[config.mk]
export PLATFORM = sky130hd
export DESIGN_NAME = square_wave_bank
export DESIGN_NICKNAME = d
export VERILOG_FILES = /design/src/rtl/square_wave_bank.sv
export SDC_FILE = /design/constraint.sdc
export NUM_CORES = 1
export LEC_CHECK = 0
export CAP_MARGIN = 20
export CORE_MARGIN = 1.5
export CORE_UTILIZATION = 53
export DETAILED_ROUTE_END_ITERATION = 10
export MAX_ROUTING_LAYER = met4
export PLACE_DENSITY = 0.78
export SLEW_MARGIN = 20
export SYNTH_ARGS = -nofsm -noshare
export SYNTH_HDL_FRONTEND = slang
export SYNTH_SLANG_ARGS = --single-unit
[constraint.sdc]
create_clock -name clk -period 8.35 [get_ports clk]
set_input_delay 0.835 -clock clk [delete_from_list [all_inputs] [get_ports clk]]
set_output_delay 0.835 -clock clk [all_outputs]
set_load 0.1 [all_outputs]
[src/rtl/square_wave_bank.sv]
// square_wave_bank: multi-channel glitch-free square-wave tone source with a registered population count of active waves; SQUARE_WAVE_BANK_DUTY_EN enables programmable duty (otherwise fixed 50%)
module square_wave_bank #(
  parameter int CHANNELS   = 4,
  parameter int CNT_W      = 32,
  parameter int CLK_PERIOD = 20
) (
  input  logic                          clk,
  input  logic                          rst,
  input  logic [CHANNELS-1:0]           en,
  input  logic [CHANNELS*CNT_W-1:0]     period,
  input  logic [CHANNELS*8-1:0]         duty,
  output logic [CHANNELS-1:0]           wave,
  output logic [CHANNELS-1:0]           tick,
  output logic [$clog2(CHANNELS+1)-1:0] mix
);
  localparam int MW = $clog2(CHANNELS+1);
  localparam logic [CNT_W:0] STEP = (CNT_W+1)'(CLK_PERIOD);
  typedef enum logic {IDLE, RUN} state_t;
`ifndef SQUARE_WAVE_BANK_DUTY_EN
  logic unused_duty;
  assign unused_duty = ^duty;
`endif
  genvar c;
  for (c = 0; c < CHANNELS; c++) begin : ch
    state_t st;
    logic [CNT_W-1:0] cnt, p_act, hi, p_in, hi_new;
    logic [CNT_W:0] nxt;
    logic valid, wrap, w, t;
    assign p_in  = period[c*CNT_W +: CNT_W];
    assign valid = p_in >= CNT_W'(CLK_PERIOD);
    assign nxt   = {1'b0, cnt} + STEP;
    assign wrap  = nxt >= {1'b0, p_act};
`ifdef SQUARE_WAVE_BANK_DUTY_EN
    logic [CNT_W+7:0] prod;
    assign prod   = {8'b0, p_in} * {{CNT_W{1'b0}}, duty[c*8 +: 8]};
    assign hi_new = prod[CNT_W+7:8];
`else
    assign hi_new = p_in >> 1;
`endif
    assign wave[c] = w;
    assign tick[c] = t;
    // channel FSM: start, count, wrap with shadow re-latch, and registered wave/tick from next-state values
    always_ff @(posedge clk or posedge rst)
      if (rst) begin
        st    <= IDLE;
        cnt   <= '0;
        p_act <= '0;
        hi    <= '0;
        w     <= 1'b0;
        t     <= 1'b0;
      end else if (!en[c]) begin
        st  <= IDLE;
        cnt <= '0;
        w   <= 1'b0;
        t   <= 1'b0;
      end else if (st == IDLE) begin
        t <= 1'b0;
        if (valid) begin
          st    <= RUN;
          cnt   <= '0;
          p_act <= p_in;
          hi    <= hi_new;
          w     <= hi_new != '0;
        end else begin
          w <= 1'b0;
        end
      end else if (wrap) begin
        cnt   <= '0;
        p_act <= p_in;
        hi    <= hi_new;
        st    <= valid ? RUN : IDLE;
        t     <= valid;
        w     <= valid && hi_new != '0;
      end else begin
        cnt <= nxt[CNT_W-1:0];
        t   <= 1'b0;
        w   <= nxt[CNT_W-1:0] < hi;
      end
  end
  logic [MW-1:0] pc;
  // population count of the current waves
  always_comb begin
    pc = '0;
    for (int k = 0; k < CHANNELS; k++) pc = pc + MW'(wave[k]);
  end
  // mix lags wave by one cycle
  always_ff @(posedge clk or posedge rst)
    if (rst) mix <= '0;
    else mix <= pc;
endmodule

* Yosys cells after proc, flatten, opt, wreduce, memory -nomap -nowiden
Cells that the tools add are included.
W data, S select, Z words.
** Operators by class
- $add $sub $neg :: 7
- Magnitude comparators :: 12
- Eq/ne operators :: 8
- Mux-type cells :: 84
- Reductions and logical operators :: 16
** Operators by type and width (count)
- $mux W32 :: 40
- $add A32 B5 Y33 const B :: 4
- $ge A33 B32 Y1 :: 4
- $ge A32 B5 Y1 const B :: 4
- $lt A32 B32 Y1 :: 4
- $reduce_bool A32 Y1 :: 4
- $mux W1 :: 44
- $ne A3 B1 Y1 const B :: 4
- $reduce_and A3 Y1 :: 4
- $ne A2 B1 Y1 const B :: 4
- $reduce_bool A2 Y1 :: 4
- $logic_and A1 B1 Y1 :: 4
- $add A2 B1 Y3 :: 1
- $add A3 B1 Y3 :: 1
- $add A1 B1 Y2 :: 1
** Storage, ports and cells
- Register bits after elaboration :: 399
- Input bits :: 166
- Output and inout bits :: 11
- Word-level logic and storage cells :: 152

* Logic depth before layout (Yosys ltp)
Gate-level depths: netlist (run 1).
- Depth after elaboration :: 5
- Depth in mapped cells :: 19
- Mapped depth without buffers :: 15

* Worst setup path before layout (run 1)
OpenSTA, ideal clock, no wires.
- Kind :: flip-flop to flip-flop
- Start point :: register ch[1].cnt[2]
- End point :: register ch[1].p_act[0]
- Setup time :: 0.125 ns
- Data arrival time :: 4.119 ns
- Required time :: 8.225 ns
- Slack :: 4.106 ns
- Cell stages (with the launch flop) :: 17
- Clock period less this slack :: 4.244 ns
- Cells stage by stage :: dfrtp_1 ha_1 o2111a_1 nand2_1 nor4_1 and2_1 and3_1 xor2_1 ha_1 nand4_1 nor4_1 o311ai_0 o211ai_1 nor3_2 nor3b_4 buf_6 mux2_4
** On the way
- Cells in the longest elaborated chain, start to end :: 4
** RTL lines
- from (decl) :: line 26 : logic [CNT_W-1:0] cnt, p_act, hi, p_in, hi_new;
- from (signal assigned) :: line 75 : cnt <= nxt[CNT_W-1:0];
- $add A32 B5 Y33 :: line 31 : assign nxt = {1'b0, cnt} + STEP;
- $ge A33 B32 Y1 :: line 32 : assign wrap = nxt >= {1'b0, p_act};
- $ne A2 B1 Y1 (no line)
- $reduce_and A3 Y1 (no line)
- to (signal assigned) :: line 61 : p_act <= p_in;
- to (signal assigned) :: line 69 : p_act <= p_in;
- to (decl) :: line 26
Every way passes these cells.
A chain may end at the register's enable or synchronous reset.

* Final worst setup path (run 1)
- Start point :: register ch[1].cnt[2]
- End point :: register ch[1].p_act[30]
The elaborated chain is that of the path after synthesis.

==> results by group, run 1 <==
Logic synthesis
  – Syn nets: 2281
  – Post-synth EDFFs: 0
  – Post-Syn Area: 0.0185 mm²
  – Post-Syn Area per Cell: 9.89 µm²
  – Synth Register Bits: 263
  – Sequential-to-total area share from yosys stat: 0.356
  – Asr flop ratio synth: 1.00
  – Post-synth top area cell: dfrtp_1
  – Ys flop type: dfrtp_1
  – Top cells by area, synth: dfrtp_1 36%, ha_1 16%, mux2_2 5.5%
  – Synth cell types: 79
  – Post-synth top area share: 0.356
  – Gate Count Post-Synth: 1872
  – Yosys warns: 0

Floorplanning
  – Site Rows: 68
  – Io pins: 177
  – Die Height: 190 µm
  – CORE AREA: between 0.03 and 0.04 mm²
  – Die area: around 0.036 mm²
  – Initial Utilization: 0.537
  – Die Width: 190 µm

Drt
  – ANT nets after route: 0
  – Via count: 15012
  – Via-to-Cell Ratio: around 6.0
  – Residual DRC: 0
  – Detailed Routing Iterations Pass 1: 7
  – Total wire length: 45500 µm
  – Initial DRC Count: ~850
  – Wire per inst: 18.3 µm

STA
  – Final setup TNS: 0 ns
  – Hold Violations, Final: 0
  – Final Max Tran Viols: 0
  – Final setup margin: 2.50 ns
  – Clock Skew: 0.00889 ns
  – Final setup vio count: 0
  – Max-slew headroom: 0.295
  – Final Cycle Share: 0.700
  – RSZ-0062 raised after global routing: false
  – Worst-Margin Slew: 1.05 ns
  – F_max: 0.171 GHz
  – Final min period: 5.85 ns

Pwr
  – Peak supply drop: 0.000183 V
  – Int Pwr: 0.00267 W
  – Switch Pwr: 0.00114 W
  – Sequential cell fraction of total power: 0.395
  – Combinational share of power: 0.221
  – Clock power share: 0.385
  – Total leakage power: 10.3 nW
  – PD cells: 178 mW/mm²
  – Sw frac: 0.299

Critical path
  – Worst Path Required: 8.81 ns
  – Critical path arrival: 6.31 ns
  – Worst Setup End Kind: flip-flop
  – Worst path max stage delay: around 0.65 ns
  – Crit Path Class: reg -> reg
  – Crit path max fanout: 32
  – CP Cell Sequence: ha_1, o2111a_1, nand2_1, nor4_1, and2_1, and3_1, xor2_1, ha_1, nand4_1, nor4_1, o311ai_0, o211ai_1, buf_4, nor3_2, nor3b_4, buf_4, mux2_2
  – Crit-path slowest cell: nor4_1
  – CP startpoint kind: flip-flop

Clock network
  – Clk_lat worst skew: 0.57 ns
  – Cts hold-fix bufs: 0
  – Number of buffers created by CTS: 31
  – Post-CTS Setup Inserts: 0
  – CTS Buffer Depth: 3
  – Reg clk slew, reported paths: 0.06 ns
  – CTS tree: yes
  – Sink Count: roughly 260
  – PostCTS Resize Cnt: 0
  – Root Buffer: clkbuf_16
  – H-tree depth reported by CTS: 1

Global routing
  – Gr ovfl total: 0
  – Vias in the first global route: around 15000
  – Antenna violations before repair: 2
  – GR Util All Layers: 0.264
  – First-pass GRT wire length: 75500 µm
  – Global-route met2 utilization: 0.433
  – Largest net degree at the start of global routing: 124
  – Met1 Resource Use GR: 0.333
  – Met3 Usage GRT: 0.0400
  – GRT busiest layer: met2

Placement
  – Detailed placement HPWL: 34600 µm
  – Placed insts: 2423
  – IO Port Bufs: 144
  – Pre-CTS setup slack: between 2 and 3 ns
  – Placer Congestion: 0.914

Worst hold path
  – HP Class: reg -> reg

Final layout
  – Nets: 2410
  – Area grow syn2layout: 15.9%
  – Final non-filler cell total: 2483
  – Commonest non-fill, non-tap cell in the layout: dfrtp_1
  – Most frequent cells in the layout: 263 x dfrtp_1, 242 x ha_1, 155 x inv_1
  – Layout cells sized above 1: 0.110

Flow run
  – Max-cap violations: 0

Status
  – Status: completed
[area by class of cell]
class	count	area, µm²
Fill cell	2794	13000
Timing Repair Buffer	161	1570
Clock buffer	35	801
Tap cell	455	569
Inverter	157	597
Sequential cell	263	6580
Clock inverter	23	294
Multi-Input combinational cell	1387	11000
Antenna cell	2	5.00
[power by group through the flow]
stage                     logic, W  registers, W  clock network (W)
after floorplan           0.000578       0.00152                  0
after global placement    0.000785       0.00152                  0
after detailed placement  0.000831       0.00153                  0
after CTS                 0.000841       0.00151            0.00149
after global routing      0.000943       0.00152            0.00154
final                     0.000841       0.00150            0.00147
[state kept, by name, indices dropped and copies added (netlist names)]
name	count
ch.t	4
ch.cnt	120
ch.st	4
ch.hi	1
ch.w	4
ch.p_act	127
mix	3
[synth_stat cells, drive strengths merged, types with 3 or more instances]
cell and number:
a2111oi 4, a211o 3, a211oi 21, a21o 31, a21oi 108, a22o 13
a22oi 11, a31oi 22, a32o 39, a41oi 4, and2 11, and3 28
and4 14, buf 27, clkbuf 38, dfrtp 263, ha 242, inv 156
mux2 128, mux2i 3, nand2 96, nand2b 4, nand3 82, nand4 70
nand4b 4, nor2 73, nor2b 9, nor3 39, nor3b 8, nor4 43
nor4bb 3, o211ai 8, o21a 7, o21ai 89, o21bai 3, o31a 3
o31ai 5, or2 7, or3 10, xnor2 72, xor2 38
[layer usage]
layer  wire length [µm]  share of wire  vias to the layer above
li1                   -              -                     7207
met1              19900           0.44                     7315
met2              21800           0.48                      386
met3               2280          0.050                      104
met4               1540          0.034                        0
met5                  0              0                        -
[worst max-delay path, delay by kind of cell (launching register included)]
kind                       cells  cell delay [ns]
AOI/OAI and AO/OA              3             0.88
xor gates and xnor gates       1             0.12
buffers and inverters          2             0.71
DFF                            1             0.46
adders and majority gates      2             0.63
and+or+nand+nor                8             2.52
muxes                          1             0.40
[path summary, 6_finish.rpt]
path / startpoint / to / slack, ns / depth (start not counted)
worst max-delay path: ch[1].cnt[2] / ch[1].p_act[30] / 2.50 / 17
worst min-delay path: ch[0].p_act[13] / ch[0].p_act[13] / 0.49 / 1
worst max register to register: ch[1].cnt[2] / ch[1].p_act[30] / 2.50 / 17
worst min register to register: ch[0].p_act[13] / ch[0].p_act[13] / 0.49 / 1
max in group asynchronous: rst / ch[0].p_act[2] / 6.13 / 3
min in group asynchronous: rst / ch[2].p_act[23] / 0.84 / 2
[cells by family after synthesis]
kind of cell,Yosys count,synth area share
buffers and inverters,222,0.0503
and+or+nand+nor,510,0.150
adders and majority gates,243,0.165
DFF,263,0.356
xor gates and xnor gates,110,0.0521
muxes,131,0.0856
AOI/OAI and AO/OA,393,0.141
[per-stage QoR]
stage               area (µm²)  hold slack (ns)   util  total power, W
floorplan                18500            0.458      -         0.00210
finish                   21400            0.494  0.622         0.00381
CTS                      21400            0.495  0.622         0.00384
global placement         20300            0.478  0.590         0.00230
global route             21400            0.512  0.622         0.00401
detailed placement       20300            0.482  0.590         0.00236
Note: power is estimated with default switching activity, not from simulation.
==> inputs of run 2 (changes only) <==
Clock period 8.35 ns to 5 ns, I/O delays scaled along.
==> run 2 against run 1 <==
  * Clock-buffer cell count rose by 11
  * Utilization rose by 0.51 points
  * Non-clock buffer count rose by 24
  * Cell count rose by 0.89%
  * Total power rose by 61%
  * Register-to-register slack got worse by 2.2 ns
  * First-iteration DRC count rose by 8.0%
  * Via count rose by 0.83%
  * Flip-flop and latch count did not move
  * Setup slack got worse by 2.2 ns
  * Sequential power rose by 67%
  * Highest routed layer unchanged
==> results by group, run 2 (same netlist as run 1, synthesis figures left out) <==
STA
  – Final Max Tran Viols: 0
  – Final min period: 4.66 ns
  – Final setup vio count: 0
  – Clock Skew: 0.0105 ns
  – Max-slew headroom: 0.329
  – Final hold slack: around 0.43 ns
  – F_max: 0.215 GHz
  – Final setup TNS: 0 ns
  – Final Cycle Share: 0.932
  – Hold Violations, Final: 0
  – Worst-Margin Slew: 1.00 ns

Clock network
  – Post-CTS Setup Inserts: 0
  – H-tree depth reported by CTS: 1
  – Sink Count: 263
  – Clk_lat worst skew: 0.57 ns
  – Cts hold-fix bufs: 0
  – Number of buffers created by CTS: 31
  – Reg clk slew, reported paths: 0.06 ns
  – CTS Buffer Depth: 3
  – Root Buffer: clkbuf_16
  – CTS tree: yes

Critical path
  – Crit Path Class: reg -> reg
  – CP startpoint kind: flip-flop
  – CP Cell Sequence: and4_1, nand4_1, nor4_1, buf_4, nand3_1, xnor2_1, ha_1, nand4_1, nor4_1, o21ai_0, a31oi_1, nor3_2, a211o_4, mux2_1
  – Worst Setup End Kind: flip-flop
  – Crit path max fanout: 32
  – Critical path arrival: 5.11 ns
  – Crit-path slowest cell: a211o_4
  – Worst reg2reg path depth: 14
  – Worst path max stage delay: 0.52 ns
  – Worst Path Required: 5.45 ns

Global routing
  – First-pass GRT wire length: around 77000 µm
  – Largest net degree at the start of global routing: 97
  – GR Util All Layers: 0.268
  – Gr ovfl total: 0
  – Vias in the first global route: 15325
  – Antenna violations before repair: 2

Pwr
  – Combinational share of power: 0.231
  – Switch Pwr: 0.00183 W
  – Sw frac: 0.297
  – Total leakage power: 10.4 nW
  – Clock power share: 0.360
  – Peak supply drop: 0.000371 V
  – PD cells: about 280 mW/mm²
  – Sequential cell fraction of total power: 0.409
  – Int Pwr: between 0.004 and 0.005 W

Drt
  – Detailed Routing Iterations Pass 1: 5
  – Residual DRC: 0
  – Total wire length: 46000 µm
  – Via count: between 15000 and 20000
  – Via-to-Cell Ratio: between 6 and 7
  – ANT nets after route: 0
  – Initial DRC Count: 920
  – Wire per inst: 18.4 µm

Placement
  – IO Port Bufs: about 140
  – Placer Congestion: 0.965
  – Detailed placement HPWL: 34900 µm
  – Placed insts: ~2400
  – Cell area after placement: a little over 0.02 mm²

Floorplanning
  – Die area: between 0.03 and 0.04 mm²
  – Die Height: 190 µm
  – Die Width: between 150 and 200 µm
  – CORE AREA: 0.0345 mm²
  – Initial Utilization: 0.537
  – Site Rows: roughly 70
  – Io pins: 177

Final layout
  – Layout cells sized above 1: 0.119
  – Area grow syn2layout: 16.8%
  – Most frequent cells in the layout: 263 x dfrtp_1, 242 x ha_1, 155 x inv_1
  – Commonest non-fill, non-tap cell in the layout: dfrtp_1
  – Max reg flops: 127
  – Top reg by flops: ch.p_act
  – Finished Cell Area: 0.0216 mm²
  – Top flop regs: ch.p_act x127, ch.cnt x120
  – Nets: around 2400
  – Final non-filler cell total: 2505

Flow run
  – Max-cap violations: 0

Worst hold path
  – HP Class: in -> async

Status
  – Status: completed
## run 2: cell types whose count changed in the layout (fill, tap and decap cells not counted), moves of 2 or more
cell,delta
buf_4,+20
clkinv_4,-2
clkbuf_8,+8
inv_6,-3
buf_12,+5
bufinv_16,-5
clkbuf_1,+3
## run 2: worst max-delay path, delay by kind of cell, from the launching register on
family	cells	cell delay, ns
AOI/OAI and AO/OA	3	0.97
xor gates and xnor gates	1	0.20
and+or+nand+nor	7	1.98
DFF	1	0.48
adders and majority gates	1	0.32
buffers and inverters	1	0.21
muxes	1	0.37
## run 2: area by class of cell
| class | instances | area (µm²) |
|---|---|---|
| antenna | 2 | 5.00 |
| multi-input combinational | 1387 | 11100 |
| fill | 2792 | 12800 |
| tap | 455 | 569 |
| sequential | 263 | 6580 |
| inverter | 157 | 593 |
| clock buffer | 46 | 922 |
| clock inverter | 10 | 80.1 |
| timing repair buffer | 185 | 1810 |
## run 2: power groups by stage
stage                     combinational, W  clock (W)  sequential [W]
after floorplan                   0.000966          0         0.00253
after global placement             0.00133          0         0.00254
after detailed placement           0.00140          0         0.00255
after CTS                          0.00142    0.00226         0.00251
after global routing               0.00159    0.00235         0.00254
final                              0.00142    0.00221         0.00251
## run 2: worst paths after layout
kind	slack, ns	endpoint	from
worst min-delay path	0.43	ch[3].p_act[11]	rst
worst max register to register	0.34	ch[0].p_act[21]	ch[0].cnt[7]
min in group clk	0.49	ch[0].cnt[31]	ch[0].cnt[31]
worst min register to register	0.49	ch[0].cnt[31]	ch[0].cnt[31]
worst max-delay path	0.34	ch[0].p_act[21]	ch[0].cnt[7]
max in group asynchronous	3.53	ch[0].p_act[28]	rst
## run 2: through the flow
| stage | setup slack, ns | total power [W] | util |
|---|---|---|---|
| 2_1_floorplan | 0.756 | 0.00350 | - |
| 3_3_place_gp | 0.404 | 0.00386 | 0.597 |
| 3_5_place_dp | 0.306 | 0.00394 | 0.597 |
| 4_1_cts | 0.290 | 0.00619 | 0.626 |
| 5_1_grt | -0.0152 | 0.00649 | 0.627 |
| 6_report | 0.342 | 0.00614 | 0.627 |
## run 2: repair_timing
| item | in CTS | in global routing |
|---|---|---|
| endpoints found under the hold margin | 0 | 0 |
| resized for setup | 0 | 6 |
| endpoints found under the setup margin | 0 | 65 |
## run 2: layer usage
metal  GRT usage  up-vias  wire (µm)
met3      0.0314       82       2200
met1       0.343     7393      20200
met5           -        -          0
li1            -     7252          -
met4      0.0824        0       1230
met2       0.443      410      22500
==> inputs of run 3 (changes only) <==
Settings changed: CORE_UTILIZATION 53 to 59, PLACE_DENSITY 0.78 to 0.82.
Clock period 5 ns to 4.8 ns, I/O delays scaled along.
==> run 3 against run 2 <==
  * Clock power up 3%
  * Maximum frequency is 3.1% higher
  * Largest cell class unchanged
  * Clock skew increased by 0.0080 ns
  * Clock-buffer cell count shrank 6
  * Total power increased by 4.2%
  * Critical path type unchanged
  * Non-clock buffer count unchanged
  * The flow now finishes with violations (DRC)
  * Cell count fell by 2.6%
  * Register-to-register slack lost 0.06 ns
  * Largest power group unchanged
  * Design area is 0.53% lower
==> results by group, run 3 (same netlist as run 1, synthesis figures left out) <==
Final layout
  – # fillers: between 2000 and 2500
  – Final non-filler cell total: 2439
  – Top flop regs: ch.p_act x127, ch.cnt x120
  – Max reg flops: 127
  – Commonest non-fill, non-tap cell in the layout: dfrtp_1
  – Antenna Cells: 0
  – Most frequent cells in the layout: 263 x dfrtp_1, 242 x ha_1, 155 x inv_1
  – Nets: 2433
  – Top reg by flops: ch.p_act
  – Area grow syn2layout: 16.2%
  – Finished Cell Area: 0.0215 mm²
  – Layout cells sized above 1: 0.117

Placement
  – Placed insts: about 2400
  – Cell area after placement: 0.0205 mm²
  – IO Port Bufs: 144
  – Detailed placement HPWL: around 35000 µm
  – Placer Congestion: 0.928

Pwr
  – Sequential cell fraction of total power: 0.409
  – Peak supply drop: about 0.00028 V
  – Total leakage power: between 10 and 15 nW
  – Int Pwr: 0.00449 W
  – Sw frac: 0.299
  – Combinational share of power: 0.235
  – PD cells: between 200 and 300 mW/mm²
  – Clock power share: 0.357
  – Switch Pwr: 0.00191 W

Floorplanning
  – Site Rows: 64
  – CORE AREA: 0.0307 mm²
  – Initial Utilization: 0.602
  – Die area: 0.0324 mm²
  – Die Width: 180 µm
  – Die Height: 180 µm
  – Io pins: 177

Clock network
  – Sink Count: 263
  – CTS tree: yes
  – Number of buffers created by CTS: 30
  – Reg clk slew, reported paths: 0.06 ns
  – Cts hold-fix bufs: 0
  – CTS Buffer Depth: 3
  – Root Buffer: clkbuf_16
  – Clk_lat worst skew: 0.56 ns
  – H-tree depth reported by CTS: 1

Status
  – Failing checks: DRC
  – Status: finished with violations

Drt
  – Wire per inst: 18.9 µm
  – Top Metal Used: met4
  – Initial DRC Count: 1005
  – Residual DRC: 4
  – Total wire length: 46100 µm
  – Met1 WL: 20300 µm
  – Via count: 15269
  – WL met3: between 2000 and 2500 µm
  – ANT nets after route: 0
  – Detailed Routing Iterations Pass 1: 9
  – Met2 wire length: ~22000 µm
  – Via-to-Cell Ratio: 6.26

Critical path
  – Crit path max fanout: 32
  – Critical path arrival: approximately 5.0 ns
  – Critical Path Start: ch[3].cnt[2]
  – Worst r2r src: ch[3].cnt[2]
  – R2R setup slack: 0.28 ns
  – Worst Path Required: 5.23 ns
  – Crit Path Class: reg -> reg
  – CP startpoint kind: flip-flop
  – Worst Setup End Kind: flip-flop

Global routing
  – Gr ovfl total: 0
  – Vias in the first global route: 15584
  – Largest net degree at the start of global routing: 103
  – GR Util All Layers: 0.295
  – Antenna violations before repair: 0
  – First-pass GRT wire length: 76900 µm

STA
  – Final Max Tran Viols: 0
  – Final Cycle Share: 0.941
  – Hold Violations, Final: 0
  – Final setup TNS: 0 ns
  – Final setup vio count: 0
  – RSZ-0062 raised after global routing: false
  – Max-slew headroom: 0.263
  – Clock Skew: roughly 0.018 ns
  – F_max: around 0.22 GHz
  – Final min period: 4.52 ns
  – Worst-Margin Slew: ~1.1 ns

Worst hold path
  – HP Class: in -> async

Flow run
  – Max-cap violations: 0
## run 3: changes by cell type in the layout (fill, tap and decap cells not counted), sizes merged
cell | before | now
clkbuf | 46 | 40
clkinvlp | 3 | 1
clkinv | 8 | 9
bufinv | 1 | 3
diode | 2 | 0
## run 3: power by group through the flow
| stage | clock network [W] | logic, W | registers [W] |
|---|---|---|---|
| global placement | 0 | 0.00138 | 0.00264 |
| global route | 0.00241 | 0.00167 | 0.00265 |
| CTS | 0.00233 | 0.00149 | 0.00261 |
| detailed placement | 0 | 0.00148 | 0.00265 |
| finish | 0.00228 | 0.00150 | 0.00261 |
| floorplan | 0 | 0.00101 | 0.00264 |
## run 3: worst paths after layout
kind                            depth (start not counted)               to
max in group asynchronous                               3    ch[0].cnt[14]
worst min register to register                          1  ch[2].p_act[26]
worst max-delay path                                   16   ch[3].p_act[2]
min in group clk                                        1  ch[2].p_act[26]
worst max register to register                         16   ch[3].p_act[2]
worst min-delay path                                    2   ch[1].p_act[9]
## run 3: final cells by class
cell class | count | area (µm²) | area share
multi-input cells | 1387 | 11100 | 0.514
well taps | 396 | 495 | 0.0230
clock buffers | 40 | 830 | 0.0386
flip-flops and latches | 263 | 6580 | 0.306
clock inverters | 11 | 130 | 0.00605
inverters | 157 | 593 | 0.0276
repair buffers | 185 | 1810 | 0.0842
## run 3: per-stage QoR
step | hold slack, ns | worst slack [ns] | total power [W] | utilization
2_1_floorplan | 0.458 | 0.556 | 0.00365 | -
3_3_place_gp | 0.472 | 0.434 | 0.00402 | 0.666
3_5_place_dp | 0.480 | 0.249 | 0.00413 | 0.666
4_1_cts | 0.485 | 0.230 | 0.00644 | 0.698
5_1_grt | 0.516 | 0.0136 | 0.00673 | 0.699
6_report | 0.477 | 0.281 | 0.00640 | 0.699
## run 3: worst max-delay path, stage by stage (launching register included)
cell and delay (ns):
dfrtp_1 0.40, ha_1 0.24, o21ai_0 0.14, nor2_1 0.15, nand4_1 0.34, nor2_1 0.29
nand3_1 0.12, xnor2_1 0.33, ha_1 0.24, nand4_1 0.15, nor4_1 0.51, o21ai_0 0.17
a31oi_1 0.33, nor3_2 0.12, nor3b_4 0.24, buf_12 0.23, mux2_2 0.36
## run 3: timing repair
item / CTS / global route
hold endpoints to repair: 0 / 0
setup buffers: 0 / 2
gates resized for setup: 0 / 6
endpoints found under the setup margin: 0 / 60
## run 3: metal layers
metal  vias to the layer above  GRT usage
li1                       7252          -
met2                       462      0.485
met3                       108     0.0416
met1                      7447      0.377
met4                         0     0.0955
met5                         -          -
